`config.mk`:
```
export PLATFORM = sky130hd
export DESIGN_NAME = led_chaser
export DESIGN_NICKNAME = d
export VERILOG_FILES = /design/src/rtl/led_chaser.sv
export SDC_FILE = /design/constraint.sdc
export NUM_CORES = 1
export LEC_CHECK = 0
export BUFFER_PORTS_ARGS = -buffer_cell sky130_fd_sc_hd__buf_4
export CAP_MARGIN = 5
export CORE_ASPECT_RATIO = 0.8
export CORE_MARGIN = 3
export CORE_UTILIZATION = 45
export CTS_BUF_LIST = sky130_fd_sc_hd__clkbuf_2 sky130_fd_sc_hd__clkbuf_4 sky130_fd_sc_hd__clkbuf_8
export CTS_CLUSTER_DIAMETER = 120
export DETAILED_ROUTE_END_ITERATION = 10
export PLACE_DENSITY = 0.7
export SKIP_LAST_GASP = 1
export SLEW_MARGIN = 15
export SYNTH_ARGS = -nofsm -noshare
export SYNTH_HDL_FRONTEND = slang
export SYNTH_SLANG_ARGS = --single-unit
```
`constraint.sdc`:
```
create_clock -name clk -period 3.7 [get_ports clk]
set_clock_uncertainty 0.1 [all_clocks]
set_input_delay 0.555 -clock clk [delete_from_list [all_inputs] [get_ports clk]]
set_output_delay 0.555 -clock clk [all_outputs]
set_load 0.05 [all_outputs]
```
`src/rtl/led_chaser.sv`:
```
// led_chaser: a single lit position sweeps across N_LEDS outputs in one of
// three modes (UP, DOWN, BOUNCE). A rising edge on the debounced button moves
// to the next mode in the cycle UP -> DOWN -> BOUNCE -> UP. An internal tick
// divider sets the step rate, so the block runs directly from the system clock.
//
// Optional feature macro: LED_CHASER_TRAIL_EN
//   defined   - the previous position is also lit, giving a two-LED trail.
//   undefined - only the current position is lit.
//
// The mode register is the FSM state and is visible on the mode output.
// Every output is registered, so btn has no combinational path to any output.
module led_chaser #(
   parameter int N_LEDS   = 8,
   parameter int TICK_DIV = 50_000_000
) (
   input  logic              clk,
   input  logic              rst,
   input  logic              btn,
   output logic [N_LEDS-1:0] led,
   output logic [1:0]        mode,
   output logic              dir,
   output logic              step
);

   localparam int PW = $clog2(N_LEDS);
   localparam int CW = (TICK_DIV > 1) ? $clog2(TICK_DIV) : 1;

   localparam logic [PW-1:0] POS_LAST = PW'(N_LEDS - 1);
   localparam logic [PW-1:0] POS_PEN  = PW'(N_LEDS - 2);
   localparam logic [CW-1:0] CNT_LAST = CW'(TICK_DIV - 1);

   localparam logic [1:0] MODE_UP     = 2'd0;
   localparam logic [1:0] MODE_DOWN   = 2'd1;
   localparam logic [1:0] MODE_BOUNCE = 2'd2;

   logic          btn_q;
   logic [CW-1:0] cnt;
   logic [PW-1:0] pos;

   logic          btn_rise;
   logic          tick;
   logic [CW-1:0] cnt_nxt;
   logic [PW-1:0] pos_nxt;
   logic [1:0]    mode_nxt;
   logic          dir_nxt;
   logic [N_LEDS-1:0] led_nxt;

`ifdef LED_CHASER_TRAIL_EN
   logic [PW-1:0] prev_pos;
   logic [PW-1:0] prev_pos_nxt;
`endif

   // State register: reset overrides everything; btn_q still tracks btn during
   // reset so a button held through reset produces no edge on release.
   always_ff @(posedge clk) begin
      if (rst) begin
         btn_q <= btn;
         cnt   <= '0;
         pos   <= '0;
         mode  <= MODE_UP;
         dir   <= 1'b1;
         step  <= 1'b0;
         led   <= N_LEDS'(1);
`ifdef LED_CHASER_TRAIL_EN
         prev_pos <= '0;
`endif
      end else begin
         btn_q <= btn;
         cnt   <= cnt_nxt;
         pos   <= pos_nxt;
         mode  <= mode_nxt;
         dir   <= dir_nxt;
         step  <= tick;
         led   <= led_nxt;
`ifdef LED_CHASER_TRAIL_EN
         prev_pos <= prev_pos_nxt;
`endif
      end
   end

   // Next-state logic: the step uses the mode/dir held before this edge, then a
   // button edge overrides mode and (for UP/DOWN entry) dir on the same edge.
   always_comb begin
      btn_rise = btn & ~btn_q;
      tick     = (cnt == CNT_LAST);
      cnt_nxt  = tick ? '0 : cnt + 1'b1;
      pos_nxt  = pos;
      dir_nxt  = dir;
      mode_nxt = mode;

      if (tick) begin
         case (mode)
            MODE_DOWN: begin
               pos_nxt = (pos == '0) ? POS_LAST : pos - 1'b1;
            end
            MODE_BOUNCE: begin
               if (dir && (pos == POS_LAST)) begin
                  pos_nxt = POS_PEN;
                  dir_nxt = 1'b0;
               end else if (!dir && (pos == '0)) begin
                  pos_nxt = PW'(1);
                  dir_nxt = 1'b1;
               end else if (dir) begin
                  pos_nxt = pos + 1'b1;
               end else begin
                  pos_nxt = pos - 1'b1;
               end
            end
            // UP, and the unreachable encoding 3, both step upward.
            default: begin
               pos_nxt = (pos == POS_LAST) ? '0 : pos + 1'b1;
            end
         endcase
      end

      if (btn_rise) begin
         case (mode)
            MODE_UP: begin
               mode_nxt = MODE_DOWN;
               dir_nxt  = 1'b0;
            end
            MODE_DOWN: begin
               mode_nxt = MODE_BOUNCE;
            end
            default: begin
               mode_nxt = MODE_UP;
               dir_nxt  = 1'b1;
            end
         endcase
      end
   end

   // Output logic: LED pattern for the position being loaded this edge.
   always_comb begin
`ifdef LED_CHASER_TRAIL_EN
      prev_pos_nxt = tick ? pos : prev_pos;
      for (int i = 0; i < N_LEDS; i++) begin
         led_nxt[i] = (pos_nxt == PW'(i)) || (prev_pos_nxt == PW'(i));
      end
`else
      for (int i = 0; i < N_LEDS; i++) begin
         led_nxt[i] = (pos_nxt == PW'(i));
      end
`endif
   end

endmodule

```
# [Word-level counts from Yosys, hierarchy flattened]
# Index checks and enable logic that the tools add are counted.
# W data, S select, Z words.
[totals] elab_cells=44 input_bits=3 reg_bits=42 output_inout_bits=12
[op_classes] add_sub_neg=3 reduce_logical=7 bitwise=2 muxes=14 n_eq_ne=11
[op_table] cell="$add A26 B1 Y26 const B" n=1
[op_table] cell="$eq A26 B26 Y1 const B" n=1
[op_table] cell="$mux W3" n=6
[op_table] cell="$eq A3 B3 Y1 const B" n=5
[op_table] cell="$eq A3 B2 Y1 const B" n=2
[op_table] cell="$logic_not A3 Y1" n=2
[op_table] cell="$pmux W3 S2" n=1
[op_table] cell="$mux W1" n=5
[op_table] cell="$pmux W2 S2" n=1
[op_table] cell="$add A3 B1 Y3 const B" n=1
[op_table] cell="$eq A3 B1 Y1 const B" n=1
[op_table] cell="$sub A3 B1 Y3 const B" n=1
[op_table] cell="$eq A2 B1 Y1 const B" n=1
[op_table] cell="$eq A2 B2 Y1 const B" n=1
[op_table] cell="$logic_and A1 B1 Y1" n=2
[op_table] cell="$logic_not A2 Y1" n=1
[op_table] cell="$pmux W1 S2" n=1
[op_table] cell="$reduce_or A2 Y1" n=1
[op_table] cell="$and A1 B1 Y1" n=1
[op_table] cell="$logic_not A1 Y1" n=1
[op_table] cell="$not A1 Y1" n=1

# [Logic depth before layout (Yosys ltp)]
# Gate-level depths: netlist of run 1.
[depth] ltp_word=8 depth_mapped=7 mapped_depth_nobuf=7

# [Worst setup path before layout of run 1]
# OpenSTA, ideal clock, no wires.
[synth_timing] path_kind="register to register" from="register mode[1]" to="register led[3]" arrival_time_ns=2.230 required_ns=3.512 synth_period_minus_slack_ns=2.418 slack_ns=1.282 setup_ns=0.088 stages_incl_launch_ff=8 path_buffers=0 path_cell_list="dfxtp_1 -> inv_1 -> ha_1 -> a21boi_1 -> a2111oi_2 -> a311oi_1 -> mux2i_2 -> nor4b_2"
[synth_between] elab_chain_cells=4
[synth_rtl] element="start, declared" line_no="20" source="output logic [1:0] mode,"
[synth_rtl] element="start signal, assigned" line_no="71" source="mode <= mode_nxt;"
[synth_rtl] element="$eq A2 B2 Y1 or $eq A2 B1 Y1 (tied branches)" line_no="92" source="case (mode)"
[synth_rtl] element="$pmux W3 S2 (*)" line_no="92"
[synth_rtl] element="$mux W3 (*)" line_no="91" source="if (tick) begin"
[synth_rtl] element="$eq A3 B2 Y1 (*)" line_no="142" source="led_nxt[i] = (pos_nxt == PW'(i));"
[synth_rtl] element="end signal, assigned" line_no="74" source="led <= led_nxt;"
[synth_rtl] element="end, declared" line_no="19" source="output logic [N_LEDS-1:0] led,"
# Every way passes the cells marked *; elsewhere a longest branch is shown, timed or not.
# A chain may end at the register's enable or synchronous reset.

# [Worst setup path after layout of run 1]
[layout_timing] from="register cnt[12]" to="register led[4]"
[layout_between] elab_chain_cells=3
[layout_rtl] element="start, declared" line_no="37" source="logic [CW-1:0] cnt;"
[layout_rtl] element="start signal, assigned" line_no="69" source="cnt <= cnt_nxt;"
[layout_rtl] element="$eq A26 B26 Y1" line_no="85" source="tick = (cnt == CNT_LAST);"
[layout_rtl] element="$mux W3" line_no="91"
[layout_rtl] element="$eq A3 B3 Y1" line_no="142"
# No other way between the ends.

==> results_dict.tcl, run 1 <==
set metrics [dict create \
    tns_ns 0 \
    grt_pass1_vias 1484 \
    coreArea_sq_um 4230 \
    cts_hold_buffers 0 \
    status "completed" \
    antenna_found_initial 0 \
    clkLatencyLatePin_ns 0.30 \
    grt_max_degree 27 \
    die-area_sq_um 5280 \
    path_clk_slew_ns 0.08 \
    slew_viol_final 0 \
    min_path_type "input port to flop" \
    fp.dieW_um 80.5 \
    yosys_warnings 0 \
    place_ws_ns 1.22 \
    fp-row-count 21 \
    final_common_cell "dfxtp_1" \
    synthesis.nets 225 \
    syn_inst 213 \
    critical_path_class "flop to flop" \
    die_h_um 65.6 \
    power_leakage_nw 0.882 \
    hold_viol 0 \
    routedWlPerCell_um 13.2 \
    path_cells "and4_2 > nand4_2 > nor3_4 > mux2i_1 > nor4bb_1" \
    layout-area-overhead-vs-synth_pct 15.0 \
    cts_buffer_depth 2 \
    nNetsFinal 242 \
    numPortBuffers 14 \
    dp_hpwl_um 2670 \
    vdd_drop_max_uv 245 \
    final_cell_mix "dfxtp_1 (42), nor2_1 (37), xor2_1 (17)" \
    globalRouteTotalUtil 0.168 \
    synth_ff_type "dfxtp_1" \
    fin_crit_ns 2.49 \
    grt_pass1_wl_um 6870 \
    tightest_slew_ns 0.875 \
    min_path_cells 1 \
    max_stage_delay_ns 0.69 \
    worst-r2r-cell-count 5 \
    synth_edf_count 0 \
    r2r_slack_ns 1.21 \
    fin_area_sq_um 2300 \
    drtAntennaViolNets 0 \
    n_antenna_cell 0 \
    synthArstFlopShare 0 \
    drt_wl_total_um 3800 \
    clock_tree.root_cell "clkbuf_8" \
    path_delay_family "simple AND/OR/NAND/NOR gates" \
    max_slew_margin 0.417 \
    netlist_area_sq_um 2000 \
    rsz0062_at_grt "false" \
    cts.sinks 42 \
    cpMaxStageDelayCell "mux2i_1" \
    cellPowerDensity_nw_per_um2 415 \
    ys_ff_latch 42 \
    fmax_mhz 402 \
    start_kind "flop" \
    drv_cap 0 \
    post_cts_buffers 0 \
    path_buf_inv 0 \
    place.gp.congestion 0.862 \
    worst-path-max-fanout 9 \
    critPathCaptureType "flop" \
    num_io_pins 15 \
    cts_tree "built" \
    cts_resized 0 \
    timing.final.ws_setup_ns 1.21 \
    required_ns 3.81 \
    initial_core_util 0.472 \
    grt_overflow_total 0 \
    drcViolationCount 0 \
    ys_seq_area_frac 0.421 \
    setup_viol 0 \
    cp.arrival_ns 2.60 \
    dr.pass1.iters 4 \
    routed_via_density 5.30 \
    yosysUniqueCellTypes 46 \
    placed_area_sq_um 2150 \
    htree_levels 2 \
    synth_area_per_cell_sq_um 9.37 \
    finalCritPeriodShare 0.673 \
    layout-drive-gt1-share 0.152 \
    cts_buffers 5 \
    crit_cells 5 \
    via_count 1527 \
    drtIter0Drc 85 \
]
==> report_power, final <==
| part | switching, mW | internal (mW) |
|---|---|---|
| logic | 0.0279 | 0.0154 |
| clock network | 0.158 | 0.288 |
| registers | 0.00589 | 0.457 |
==> path summary, 6_finish.rpt <==
path                 end     from
setup / recovery  led[4]  cnt[12]
setup reg to reg  led[4]  cnt[12]
hold reg to reg   cnt[0]   cnt[0]
hold / removal     btn_q      btn
==> state kept, by name (all words and copies together), names as in the netlist <==
signal	cells
btn_q	1
pos	3
step	1
dir	1
mode	2
cnt	26
led	8
==> routing by layer <==
layer	wire length (um)	global-route usage	share of wire	vias to the layer above
li1	-	-	-	779
met1	1970	0.238	0.52	711
met2	1580	0.229	0.41	29
met3	206	0.0493	0.054	8
met4	50	0.0823	0.013	0
met5	0	0	0	-
==> synthesized netlist by cell type (2+ instances only) <==
cell       n  share of area
and4_1     2         0.0088
nor2b_1    3         0.0094
nor4_1     2         0.0063
xor2_1    17          0.075
nor4b_2    4          0.030
buf_2      3         0.0075
nor3_1     4          0.010
nor4bb_1   2          0.010
nand4_1    9          0.028
and3_1     5          0.016
dfxtp_1   42           0.42
o31ai_1    2         0.0075
nand2_1   10          0.019
mux2i_2    2          0.014
inv_1      9          0.017
a21oi_1    2         0.0050
nor2_1    37          0.070
nand3_1   14          0.035
o21ai_0    2         0.0050
xnor2_1    7          0.031
ha_1       9          0.056
nor4_2     2          0.013
==> metrics by stage <==
step	hold WS, ns	total power, mW	util	cells
after CTS	0.265	0.963	0.543	288
after detailed placement	0.372	0.516	0.509	280
final	0.278	0.952	0.543	288
after global routing	0.272	0.992	0.543	288
after floorplan	0.342	0.505	-	213
after global placement	0.359	0.516	0.509	280
==> layout make-up <==
class	count	area, sq um
fill	404	1930
multi-input combinational	158	1100
sequential	42	841
timing repair buffer	14	105
clock buffer	6	82.6
tap	57	71.3
clock inverter	2	60.1
inverter	9	33.8
==> cells by family (layout without fill, tap and decap cells) <==
logic type | after synthesis | in the layout | synth area share
mux | 3 | 3 | 0.0188
buf+inv | 13 | 31 | 0.0263
flops | 42 | 42 | 0.421
xor+xnor | 24 | 24 | 0.105
simple gates | 105 | 105 | 0.305
compound gates | 17 | 17 | 0.0671
fa+ha+maj | 9 | 9 | 0.0564
Note: power is estimated with default switching activity, not from simulation.
==> run 2, diff against run 1 <==
Clock period 3.7 ns to 2.3 ns, I/O delays scaled along.
==> results_dict.tcl, run 2 (synthesis gave the netlist of run 1 again) <==
set metrics [dict create \
    layout-drive-gt1-share 0.238 \
    nNetsFinal 259 \
    final_cell_mix "dfxtp_1 (38), nor2_1 (37), buf_4 (30)" \
    worst-r2r-cell-count 8 \
    required_ns 2.41 \
    min_path_type "input port to flop" \
    grt_overflow_total 0 \
    cp.arrival_ns 2.32 \
    multi_input_area_sq_um 1130 \
    cpMaxStageDelayCell "or3_1" \
    n_antenna_cell 0 \
    fmax_mhz 454 \
    dp_hpwl_um 2840 \
    cts_buffer_depth 2 \
    finalCritPeriodShare 0.958 \
    routedWlPerCell_um 13.2 \
    path_delay_family "simple AND/OR/NAND/NOR gates" \
    drt_wl_total_um 4020 \
    drv_cap 0 \
    clock_tree.root_cell "clkbuf_8" \
    max_slew_margin 0.756 \
    holdWs_ns 0.0556 \
    cts.sinks 42 \
    seq_area_sq_um 846 \
    cts_buffers 5 \
    globalRouteTotalUtil 0.174 \
    numPortBuffers 14 \
    coreArea_sq_um 4230 \
    initial_core_util 0.472 \
    finalPower_mw 1.41 \
    num_io_pins 15 \
    die_h_um 65.6 \
    clkLatencyLatePin_ns 0.30 \
    via_count 1582 \
    hold_viol 0 \
    grt_pass1_wl_um 7200 \
    place.gp.congestion 0.815 \
    path_cells "inv_1 > ha_1 > or3_1 > a2111oi_4 > a311oi_2 > mux2i_2 > buf_4 > nor4bb_1" \
    tightest_slew_ns 0.365 \
    start_kind "flop" \
    path_clk_slew_ns 0.09 \
    drtIter0Drc 92 \
    fp-row-count 21 \
    setup_viol 0 \
    final_common_cell "dfxtp_1" \
    dr.pass1.iters 4 \
    drtAntennaViolNets 0 \
    fin_crit_ns 2.20 \
    status "completed" \
    power_leakage_nw 0.954 \
    grt_pass1_vias 1556 \
    largestRegisters "cnt (26), led (8), pos (3)" \
    slew_viol_final 0 \
    critPathCaptureType "flop" \
    largest_register_ffs 26 \
    crit_cells 8 \
    grt_max_degree 27 \
    htree_levels 2 \
    worst-path-max-fanout 7 \
    vdd_drop_max_uv 244 \
    die-area_sq_um 5280 \
    drcViolationCount 0 \
    cts_tree "built" \
    fill_cells 386 \
    critical_path_class "flop to flop" \
    routed_via_density 5.19 \
    antenna_found_initial 0 \
    min_path_cells 1 \
    utilization 0.576 \
    path_buf_inv 2 \
    rsz0062_at_grt "true" \
    layout-area-overhead-vs-synth_pct 22.1 \
    cellPowerDensity_nw_per_um2 578 \
    fp.dieW_um 80.5 \
    max_stage_delay_ns 0.41 \
    top_register "cnt" \
]
==> run 2: cell types whose count changed in the layout (fill, tap and decap cells not counted), moves of 2 or more <==
cell and change:
buf_4 +16, dfxtp_2 +4, dfxtp_1 -4, clkinvlp_4 +2
==> run 2: metal layers <==
layer  up-vias  part of all wire  wire [um]  track usage
li1        817                 -          -            -
met1       727              0.54       2150        0.251
met2        31              0.41       1660        0.255
met3         7             0.033        133       0.0411
met4         0             0.019         76       0.0570
met5         -                 0          0            0
==> run 2: final cells by class <==
class / instances / share of cell area
clock buffers: 5 / 0.0282
clock inverters: 3 / 0.0185
inverters: 9 / 0.0139
multi-input cells: 158 / 0.463
flip-flops and latches: 42 / 0.347
well taps: 57 / 0.0293
repair buffers: 31 / 0.101
==> run 2: path summary, 6_finish.rpt <==
check | startpoint | slack (ns) | to
worst max register to register | pos[0] | 0.1 | led[2]
worst min-delay path | btn | 0.06 | btn_q
worst min register to register | mode[1] | 0.39 | mode[1]
worst max-delay path | pos[0] | 0.1 | led[2]
==> run 2: worst register-to-register path, stage by stage (launching register included) <==
cell and delay, ns:
dfxtp_2 0.36, inv_1 0.08, ha_1 0.23, or3_1 0.41
a2111oi_4 0.32, a311oi_2 0.07, mux2i_2 0.17, buf_4 0.17
nor4bb_1 0.19
==> run 2: stage by stage <==
stage	instances	setup WS [ns]	setup TNS (ns)	cell area, sq um
5_1_grt	305	-0.0392	-0.0873	2440
6_report	305	0.0974	0	2440
3_5_place_dp	295	0.0213	0	2280
3_3_place_gp	295	0.0974	0	2280
2_1_floorplan	213	0.0848	0	2000
4_1_cts	305	0.0857	0	2410
==> run 2: repair_timing <==
action,in CTS,in global routing
pin swaps,0,1
gates cloned,0,0
hold buffers,0,0
gates resized for setup,0,6
endpoints found under the setup margin,1,9
buffers inserted,2,0
==> run 2: where the power goes <==
part / internal [mW] / switching, mW
sequential: 0.735 / 0.00917
clock: 0.323 / 0.261
combinational: 0.0324 / 0.0492
total: 1.09 / 0.319
